==> src/rtl/pipe_pkg.sv <==
// Shared sizing helpers for the elastic pipeline: each slice holds a main and a skid entry.
package pipe_pkg;

    localparam int SLOTS_PER_SLICE = 2;

    function automatic int max_occupancy(input int depth);
        return SLOTS_PER_SLICE * depth;
    endfunction

    function automatic int count_width(input int depth);
        return $clog2(max_occupancy(depth) + 1);
    endfunction

endpackage

==> src/rtl/module_pipe_slice.sv <==
// One elastic slice: main register plus skid register, ready driven only from the skid valid flop.
module module_pipe_slice #(
    parameter int               WIDTH     = 32,
    parameter logic [WIDTH-1:0] RESET_VAL = '0
) (
    input  logic             clk_i,
    input  logic             rst_i,
    input  logic             flush_i,
    input  logic             in_valid_i,
    input  logic [WIDTH-1:0] in_data_i,
    output logic             in_ready_o,
    output logic             out_valid_o,
    output logic [WIDTH-1:0] out_data_o,
    input  logic             out_ready_i
);

    logic             main_v_q, main_v_d;
    logic             skid_v_q, skid_v_d;
    logic [WIDTH-1:0] main_q, main_d;
    logic [WIDTH-1:0] skid_q, skid_d;

    // Handshake: a beat moves on a posedge where valid and ready are both high;
    // valid never waits on ready, and ready here is purely registered.
    assign in_ready_o  = ~skid_v_q;
    assign out_valid_o = main_v_q;
    assign out_data_o  = main_q;

    always_comb begin
        main_v_d = main_v_q;
        skid_v_d = skid_v_q;
        main_d   = main_q;
        skid_d   = skid_q;
        if (!main_v_q || out_ready_i) begin
            // Main is empty or draining: a parked skid entry goes first to keep order.
            if (skid_v_q) begin
                main_d   = skid_q;
                main_v_d = 1'b1;
                skid_v_d = 1'b0;
            end else begin
                main_v_d = in_valid_i;
                if (in_valid_i) begin
                    main_d = in_data_i;
                end
            end
        end else if (in_valid_i && !skid_v_q) begin
            skid_d   = in_data_i;
            skid_v_d = 1'b1;
        end
    end

    always_ff @(posedge clk_i) begin
        if (rst_i || flush_i) begin
            main_v_q <= 1'b0;
            skid_v_q <= 1'b0;
            main_q   <= RESET_VAL;
            skid_q   <= RESET_VAL;
        end else begin
            main_v_q <= main_v_d;
            skid_v_q <= skid_v_d;
            main_q   <= main_d;
            skid_q   <= skid_d;
        end
    end

endmodule

==> src/rtl/module_pipe_elastic.sv <==
// Elastic register chain of DEPTH main+skid slices with flush and a registered occupancy count.
module module_pipe_elastic
    import pipe_pkg::*;
#(
    parameter int               WIDTH     = 32,
    parameter int               DEPTH     = 1,
    parameter logic [WIDTH-1:0] RESET_VAL = '0
) (
    input  logic                          clk_i,
    input  logic                          rst_i,
    input  logic                          flush_i,
    input  logic                          s_valid_i,
    input  logic [WIDTH-1:0]              s_data_i,
    output logic                          s_ready_o,
    output logic                          m_valid_o,
    output logic [WIDTH-1:0]              m_data_o,
    input  logic                          m_ready_i,
    output logic [count_width(DEPTH)-1:0] count_o
);

    localparam int CW = count_width(DEPTH);

    logic [DEPTH:0]            vld;
    logic [DEPTH:0]            rdy;
    logic [DEPTH:0][WIDTH-1:0] dat;
    logic [CW-1:0]             count_q, count_d;
    logic                      in_fire, out_fire;

    assign vld[0]     = s_valid_i;
    assign dat[0]     = s_data_i;
    assign rdy[DEPTH] = m_ready_i;

    for (genvar k = 0; k < DEPTH; k++) begin : g_slice
        module_pipe_slice #(
            .WIDTH     (WIDTH),
            .RESET_VAL (RESET_VAL)
        ) u_slice (
            .clk_i       (clk_i),
            .rst_i       (rst_i),
            .flush_i     (flush_i),
            .in_valid_i  (vld[k]),
            .in_data_i   (dat[k]),
            .in_ready_o  (rdy[k]),
            .out_valid_o (vld[k+1]),
            .out_data_o  (dat[k+1]),
            .out_ready_i (rdy[k+1])
        );
    end

    assign s_ready_o = rdy[0] & ~rst_i;
    assign m_valid_o = vld[DEPTH];
    assign m_data_o  = dat[DEPTH];
    assign count_o   = count_q;

    assign in_fire  = s_valid_i & s_ready_o;
    assign out_fire = m_valid_o & m_ready_i;

    always_comb begin
        count_d = count_q;
        if (in_fire && !out_fire) begin
            count_d = count_q + CW'(1);
        end else if (out_fire && !in_fire) begin
            count_d = count_q - CW'(1);
        end
    end

    always_ff @(posedge clk_i) begin
        if (rst_i || flush_i) begin
            count_q <= '0;
        end else begin
            count_q <= count_d;
        end
    end

endmodule

==> config.mk <==
export PLATFORM = sky130hd
export DESIGN_NAME = module_pipe_elastic
export DESIGN_NICKNAME = d
export VERILOG_FILES = /design/src/rtl/pipe_pkg.sv /design/src/rtl/module_pipe_slice.sv /design/src/rtl/module_pipe_elastic.sv
export SDC_FILE = /design/constraint.sdc
export NUM_CORES = 1
export LEC_CHECK = 0
export CAP_MARGIN = 25
export CORE_MARGIN = 5
export CORE_UTILIZATION = 45
export DETAILED_ROUTE_END_ITERATION = 10
export PLACE_DENSITY_LB_ADDON = 0.15
export SLEW_MARGIN = 25
export SYNTH_ARGS = -nofsm -noshare
export SYNTH_HDL_FRONTEND = slang
export SYNTH_SLANG_ARGS = --single-unit
export TNS_END_PERCENT = 100
==> constraint.sdc <==
create_clock -name clk_i -period 4.5 [get_ports clk_i]
set_input_delay 0.9 -clock clk_i [delete_from_list [all_inputs] [get_ports clk_i]]
set_output_delay 0.9 -clock clk_i [all_outputs]
set_load 0.1 [all_outputs]
==> out/results.tsv, run 1 <==
metric	value	unit
n_antenna_cell	0	
hold_viol_final	0	
grt_start_max_net_pins	37	
cts_setup_buffers	0	
r2r_cells	4	
syn_nets	349	
fin_crit	2786	ps
fin_area	3831	sq um
rsz0062_at_grt	no	
nFillCells	558	
yosysWarnings	0	
synth_area	2927	sq um
core	6350	sq um
worstPathRequired	3600	ps
drt_iter0_markers	46	
holdPathStages	2	
status	finished, final reports clean	
max_freq	0.3590	GHz
place_ws	1607	ps
overflow	0	
leakagePower	1.206	nW
worst_hold_slack	453.9	ps
antenna_found_initial	0	
cts_tree	yes	
synth.distinct_cells	22	
slew_viol_final	0	
ys_ff_latch	68	
slowest_delay	1160	ps
num_io_pins	73	
via_per_inst	5.364	
place_area	3635	sq um
syn_avg_cell_area	9.410	sq um
first_pass_iters	4	
cts_sinks	68	
port_buffers	72	
numCtsBuffers	9	
fin_cells	450	
slew_headroom	33.90	%
path_cells	clkdlybuf4s50_1	
grt_usage	17.09	%
cts-resized-gates	0	
cpMaxStageDelayCell	clkdlybuf4s50_1	
areaGrowthSynthToFinish	30.91	%
fp-row-count	29	
die_w	90.65	microns
ys_seq_area_share	46.52	%
clk_pin_slew	70	ps
vias	2414	
fin_util	60.34	%
max_cap_violations	0	
wl	6.988	mm
grt_pass1_wl	11.62	mm
clockBufferDepth	2	
place_inst	434	
clock-root-buffer	clkbuf_8	
power_density	363.0	nW/um^2
netlist.area_leader.share	46.52	%
endpoint_kind	output port	
finClkSkew	6.030	ps
yosysTopAreaCell	dfxtp_1	
crit_fanout	3	
dieArea	8217	sq um
die_h	90.65	microns
worstSetupStartpointType	flop	
path_buf_inv	1	
hold_buffers	0	
path_delay_family	buffers and inverters	
cts-htree-levels	3	
start_util	46.09	%
path_class	reg2out	
gp_congestion	0.7055	
clk_latency	330	ps
crit_cells	1	
nets	406	
critical_path_arrival	1890	ps
ant_nets	0	
tns	0	ps
hpwl	4.276	mm
seq_area	1363	sq um
fin_crit_sh	61.90	%
drcViolationCount	0	
total_power	1.391	mW
yosys-top-cells-area	dfxtp_1 47%, a211oi_2 13%, a21oi_1 11%	
multi_input_area	1413	sq um
hold_class	reg2reg	
setup_ws	1714	ps
wl_per_cell	15.53	microns
drive_above_1_share	14.21	%
worstMarginPinSlew	988.5	ps
syn_inst	311	
grt_pass1_vias	2373	
setup_viol	0	
peakVddDrop	0.2105	mV
[path summary, 6_finish.rpt]
| check | from | to | slack, ps |
|---|---|---|---|
| worst max-delay path | count_o[0] | count_o[0] | 1710 |
| worst min-delay path | g_slice[0].u_slice.skid_q[26] | g_slice[0].u_slice.skid_q[26] | 450 |
| worst max register to register | g_slice[0].u_slice.skid_v_q | g_slice[0].u_slice.out_data_o[21] | 2640 |
| worst min register to register | g_slice[0].u_slice.skid_q[26] | g_slice[0].u_slice.skid_q[26] | 450 |
[routing by layer]
layer | share of wire, % | routed length (microns) | GRT usage [%] | up-vias
met2 | 45 | 3175 | 26.51 | 50
met5 | 0 | 0 | 0 | -
met4 | 1.2 | 86 | 7.072 | 0
met1 | 48 | 3321 | 22.38 | 1157
li1 | - | - | - | 1200
met3 | 5.8 | 405 | 4.500 | 7
[cells by family after synthesis]
kind of cell / after synthesis / share of synthesized area, %
simple gates: 77 / 10.99
buf+inv: 32 / 5.729
xor+xnor: 2 / 0.5987
mux: 32 / 10.94
fa+ha+maj: 1 / 0.4275
compound gates: 99 / 24.80
flops: 68 / 46.52
[layout by cell type (no fill, tap or decap), drive strengths merged]
cell / instances
o21ai: 1
ha: 1
xor2: 2
buf: 7
or3: 1
clkbuf: 15
nand2b: 1
a21oi: 66
nand4bb: 1
nor2: 3
nand2: 65
clkdlybuf4s50: 71
mux2i: 32
bufinv: 1
nor4bb: 1
and2: 2
dfxtp: 68
a211oi: 32
or2: 2
nor3: 1
[sequential cells by signal (all words and copies together) (netlist names)]
register,count
count_o,2
g_slice.u_slice.skid_v_q,1
g_slice.u_slice.out_valid_o,1
g_slice.u_slice.skid_q,32
g_slice.u_slice.out_data_o,32
[Yosys cell counts]
library cell / n
mux2i_1: 32
ha_1: 1
nor3_1: 1
o21ai_0: 1
or3_1: 1
clkbuf_1: 18
buf_2: 8
a211oi_2: 30
nor4bb_1: 1
nand4bb_1: 1
a211oi_1: 2
buf_1: 1
or2_1: 2
buf_6: 5
a21oi_1: 66
nand2_1: 65
and2_4: 1
nand2b_1: 1
xor2_1: 2
and2_1: 1
dfxtp_1: 68
nor2_1: 3
[report_power, final]
part	internal [mW]	leakage (nW)	switching, mW
Sequential	0.618	0.553	0.00999
Clock	0.288	0.0979	0.216
Combinational	0.0813	0.556	0.178
Total	0.987	1.21	0.404
[layout make-up]
cell class	instances	share of cell area, %
sequential	68	35.57
multi-input combinational	211	36.87
clock inverter	1	0.7838
tap	77	2.515
timing repair buffer	78	19.92
clock buffer	15	4.344
[worst min-delay path: stages (launching register included)]
cell and delay, ps:
dfxtp_1 310, nand2_1 50, a21oi_1 50
(Power assumes the default switching activity.)
==> inputs of run 2 (changes only) <==
- clock period: 4.5 -> 2.9 ns (I/O delays scaled with it)
==> run 2 against run 1 <==
Die area unchanged. Worst setup slack got worse by 790 ps. Combinational power increased by 56%. Routed wire length increased by 0.92%. Sequential share of layout area increased by 0.12 points. Clock power increased by 57%. First-iteration DRC count increased by 57%. Flip-flop and latch count unchanged. Critical endpoint is now s_ready_o.
==> out/results.tsv, run 2 (synthesis gave the netlist of run 1 again) <==
metric	value	unit
status	finished, final reports clean	
worstSetupStartpointType	input port	
ant_nets	0	
grt_start_max_net_pins	36	
power_density	567.1	nW/um^2
fp-row-count	29	
finClkSkew	6.752	ps
start_util	46.09	%
areaGrowthSynthToFinish	30.48	%
antenna_found_initial	0	
r2r_slack	1240	ps
layout_common_cells	67 x dfxtp_1, 66 x a21oi_1, 65 x nand2_1	
num_io_pins	73	
slowest_delay	440	ps
rsz0062_at_grt	no	
cts-resized-gates	0	
multi_input_area	1420	sq um
worstPathRequired	2320	ps
worstMarginPinSlew	620.3	ps
overflow	0	
die_w	90.65	microns
cpMaxStageDelayCell	clkdlybuf4s50_1	
seq_area	1363	sq um
port_buffers	72	
gr-usage-met1	22.99	%
grt.busiest_layer	met2	
leakagePower	1.316	nW
peakVddDrop	0.3088	mV
cts_tree	yes	
nFillCells	563	
die_h	90.65	microns
grt_usage	17.31	%
wl	7.052	mm
use_met3	4.000	%
critical_path_arrival	1390	ps
crit_fanout	2	
use_met2	26.76	%
max_cap_violations	0	
hpwl	4.469	mm
nets	411	
setup_viol	0	
grt_pass1_wl	11.66	mm
cts-htree-levels	3	
clock-root-buffer	clkbuf_8	
slew_viol_final	0	
wl_per_cell	15.50	microns
fin_crit	1972	ps
slew_headroom	58.64	%
core	6350	sq um
drive_above_1_share	26.19	%
dieArea	8217	sq um
clockBufferDepth	2	
hold_viol_final	0	
hold_buffers	0	
hold_class	reg2reg	
path_cells	clkdlybuf4s50_1 -> nor2_2 -> buf_12	
endpoint_kind	output port	
gp_congestion	0.7237	
path_class	in2out	
drt_iter0_markers	72	
cts_sinks	68	
total_power	2.165	mW
final_common_cell	dfxtp_1	
max_freq	0.5071	GHz
cts_setup_buffers	0	
worst_hold_slack	454.1	ps
grt_pass1_vias	2366	
drcViolationCount	0	
first_pass_iters	4	
clk_latency	340	ps
clk_pin_slew	70	ps
tns	0	ps
via_per_inst	5.270	
fin_crit_sh	68.00	%
vias	2398	
n_antenna_cell	0	
numCtsBuffers	9	
run 2: power breakdown:
group,switching [mW],internal (mW)
registers,0.0147,0.958
logic,0.278,0.126
clock network,0.351,0.438
total,0.644,1.52
run 2: final timing paths:
kind	start	end	cells past startpoint
setup reg to reg	g_slice[0].u_slice.skid_v_q	g_slice[0].u_slice.skid_q[13]	5
hold reg to reg	g_slice[0].u_slice.skid_q[17]	g_slice[0].u_slice.skid_q[17]	2
setup / recovery	rst_i	s_ready_o	3
hold / removal	g_slice[0].u_slice.skid_q[17]	g_slice[0].u_slice.skid_q[17]	2
run 2: worst max-delay path: cells and delay by family:
kind          cells  cell delay (ps)
simple gates      1              170
buf+inv           2              640
run 2: final cells by class:
| class | instances | share of cell area, % |
|---|---|---|
| clock buffer | 11 | 3.965 |
| clock inverter | 5 | 1.311 |
| multi-input combinational | 211 | 37.19 |
| tap | 77 | 2.523 |
| timing repair buffer | 83 | 19.33 |
| sequential | 68 | 35.68 |
run 2: through the flow:
step	cells	setup WS, ps	utilization, %	cell area (sq um)
2_1_floorplan	311	428.9	-	2929
3_3_place_gp	439	709.8	56.97	3617
3_5_place_dp	439	687.7	56.97	3617
4_1_cts	455	911.9	60.14	3819
5_1_grt	455	869.1	60.14	3819
6_report	455	928.0	60.14	3819
run 2: metal layers:
metal  part of all wire [%]  up-vias
met5                      0        -
met1                     46     1120
met3                    5.6        9
li1                       -     1204
met2                     47       65
met4                    1.4        0
==> inputs of run 3 (changes only) <==
- CORE_UTILIZATION: 45 -> 44
- clock period: 2.9 -> 1.75 ns (I/O delays scaled with it)
==> run 3 against run 2 <==
Core utilization up 7.9 points. Final cell count up 1.3%. Clock skew up 3.3 ps. Design area up 14%. Non-clock buffer count up 6. Worst hold slack better by 3.0 ps. Power up 77%. Sequential share of layout area down 4.4 points. Routed wire length up 4.0%. Die area up 2.0%. Critical path type unchanged. Critical endpoint unchanged. Largest power group unchanged. Highest routed layer unchanged.
==> out/results.tsv, run 3 (synthesis gave the netlist of run 1 again) <==
metric	value	unit
drcViolationCount	0	
leakagePower	1.459	nW
status	finished, final reports clean	
endpoint_kind	output port	
overflow	0	
finClkSkew	10.05	ps
max_freq	0.6091	GHz
cts-htree-levels	3	
worstPathRequired	1400	ps
die_h	91.56	microns
worstMarginPinSlew	531.4	ps
p_sw_share	28.65	%
rsz0062_at_grt	no	
layout_common_cells	66 x a21oi_1, 66 x dfxtp_1, 65 x nand2_1	
gp_congestion	0.7639	
p_seq_share	42.6	%
ant_nets	0	
start_util	45.57	%
slew_viol_final	0	
clockPowerShare	37.1	%
setup_viol	0	
nFillCells	496	
cts_sinks	68	
cts_tree	yes	
n_antenna_cell	0	
place_inst	445	
fp-row-count	29	
power_density	877.8	nW/um^2
areaGrowthSynthToFinish	49.21	%
clk_latency	350	ps
antenna_found_initial	0	
critical_path_arrival	1290	ps
grt_usage	18.78	%
clock-root-buffer	clkbuf_8	
num_io_pins	73	
hold_buffers	0	
drt_iter0_markers	111	
first_pass_iters	4	
core	6422	sq um
cts-resized-gates	0	
grt_start_max_net_pins	36	
fin_crit_sh	93.81	%
hold_class	reg2reg	
tns	0	ps
path_class	in2out	
dieArea	8382	sq um
clk_pin_slew	70	ps
wl_per_cell	15.91	microns
total_power	3.833	mW
peakVddDrop	0.7712	mV
die_w	91.56	microns
max_cap_violations	0	
p_sw	1.098	mW
via_per_inst	5.360	
port_buffers	72	
crit_fanout	2	
clockBufferDepth	2	
wl	7.335	mm
hpwl	5.018	mm
vias	2471	
grt_pass1_wl	12.69	mm
fin_cells	461	
cts_setup_buffers	0	
hold_viol_final	0	
worst_hold_slack	457.1	ps
nets	417	
drive_above_1_share	27.86	%
grt_pass1_vias	2583	
numCtsBuffers	9	
slew_headroom	64.57	%
p_comb_share	20.2	%
worstSetupStartpointType	input port	
fin_crit	1642	ps
intPower	2.735	mW
## run 3: cell types whose count changed in the layout (fill, tap and decap cells not counted), sizes merged
cell,delta
buf,+6
bufinv,+1
clkbuf,-1
clkinv,-3
clkinvlp,+3
## run 3: metal layers
metal	global-route usage (%)	vias to the layer above	wire, microns
met2	32.56	71	3628
met5	0	-	0
met1	22.56	1168	3223
met3	5.207	9	388
li1	-	1223	-
met4	5.653	0	94
## run 3: layout make-up
type,count,area [sq um],share of cell area (%)
clock inverter,6,87.58,2.006
tap,77,96.34,2.206
multi-input combinational,211,1435,32.87
sequential,68,1364,31.23
clock buffer,10,137.6,3.152
timing repair buffer,89,1246,28.54
## run 3: final timing paths
kind                            startpoint                            end  slack [ps]  cells past startpoint
min reg2reg  g_slice[0].u_slice.skid_q[17]  g_slice[0].u_slice.skid_q[17]         460                      2
min          g_slice[0].u_slice.skid_q[17]  g_slice[0].u_slice.skid_q[17]         460                      2
max reg2reg    g_slice[0].u_slice.skid_v_q                     count_o[1]         310                      6
max                                  rst_i                      s_ready_o         110                      4
## run 3: stage by stage
| step | worst slack [ps] | cell area, sq um | utilization [%] |
|---|---|---|---|
| finish | 108.4 | 4367 | 67.99 |
| global route | 102.2 | 4367 | 67.99 |
| CTS | 113.9 | 4367 | 67.99 |
| detailed placement | -178.4 | 4141 | 64.48 |
| global placement | -124.4 | 4141 | 64.48 |
| floorplan | -267.1 | 2960 | - |
## run 3: power by group through the flow
stage | sequential [mW] | clock (mW) | combinational (mW)
floorplan | 1.91 | 0 | 0.218
global placement | 1.67 | 0 | 0.769
detailed placement | 1.67 | 0 | 0.777
CTS | 1.63 | 1.46 | 0.779
global route | 1.64 | 1.53 | 0.811
finish | 1.63 | 1.42 | 0.775
## run 3: worst max-delay path: stages
cell,delay [ps]
clkdlybuf4s50_1,490
nor2_4,160
buf_4,130
buf_12,160
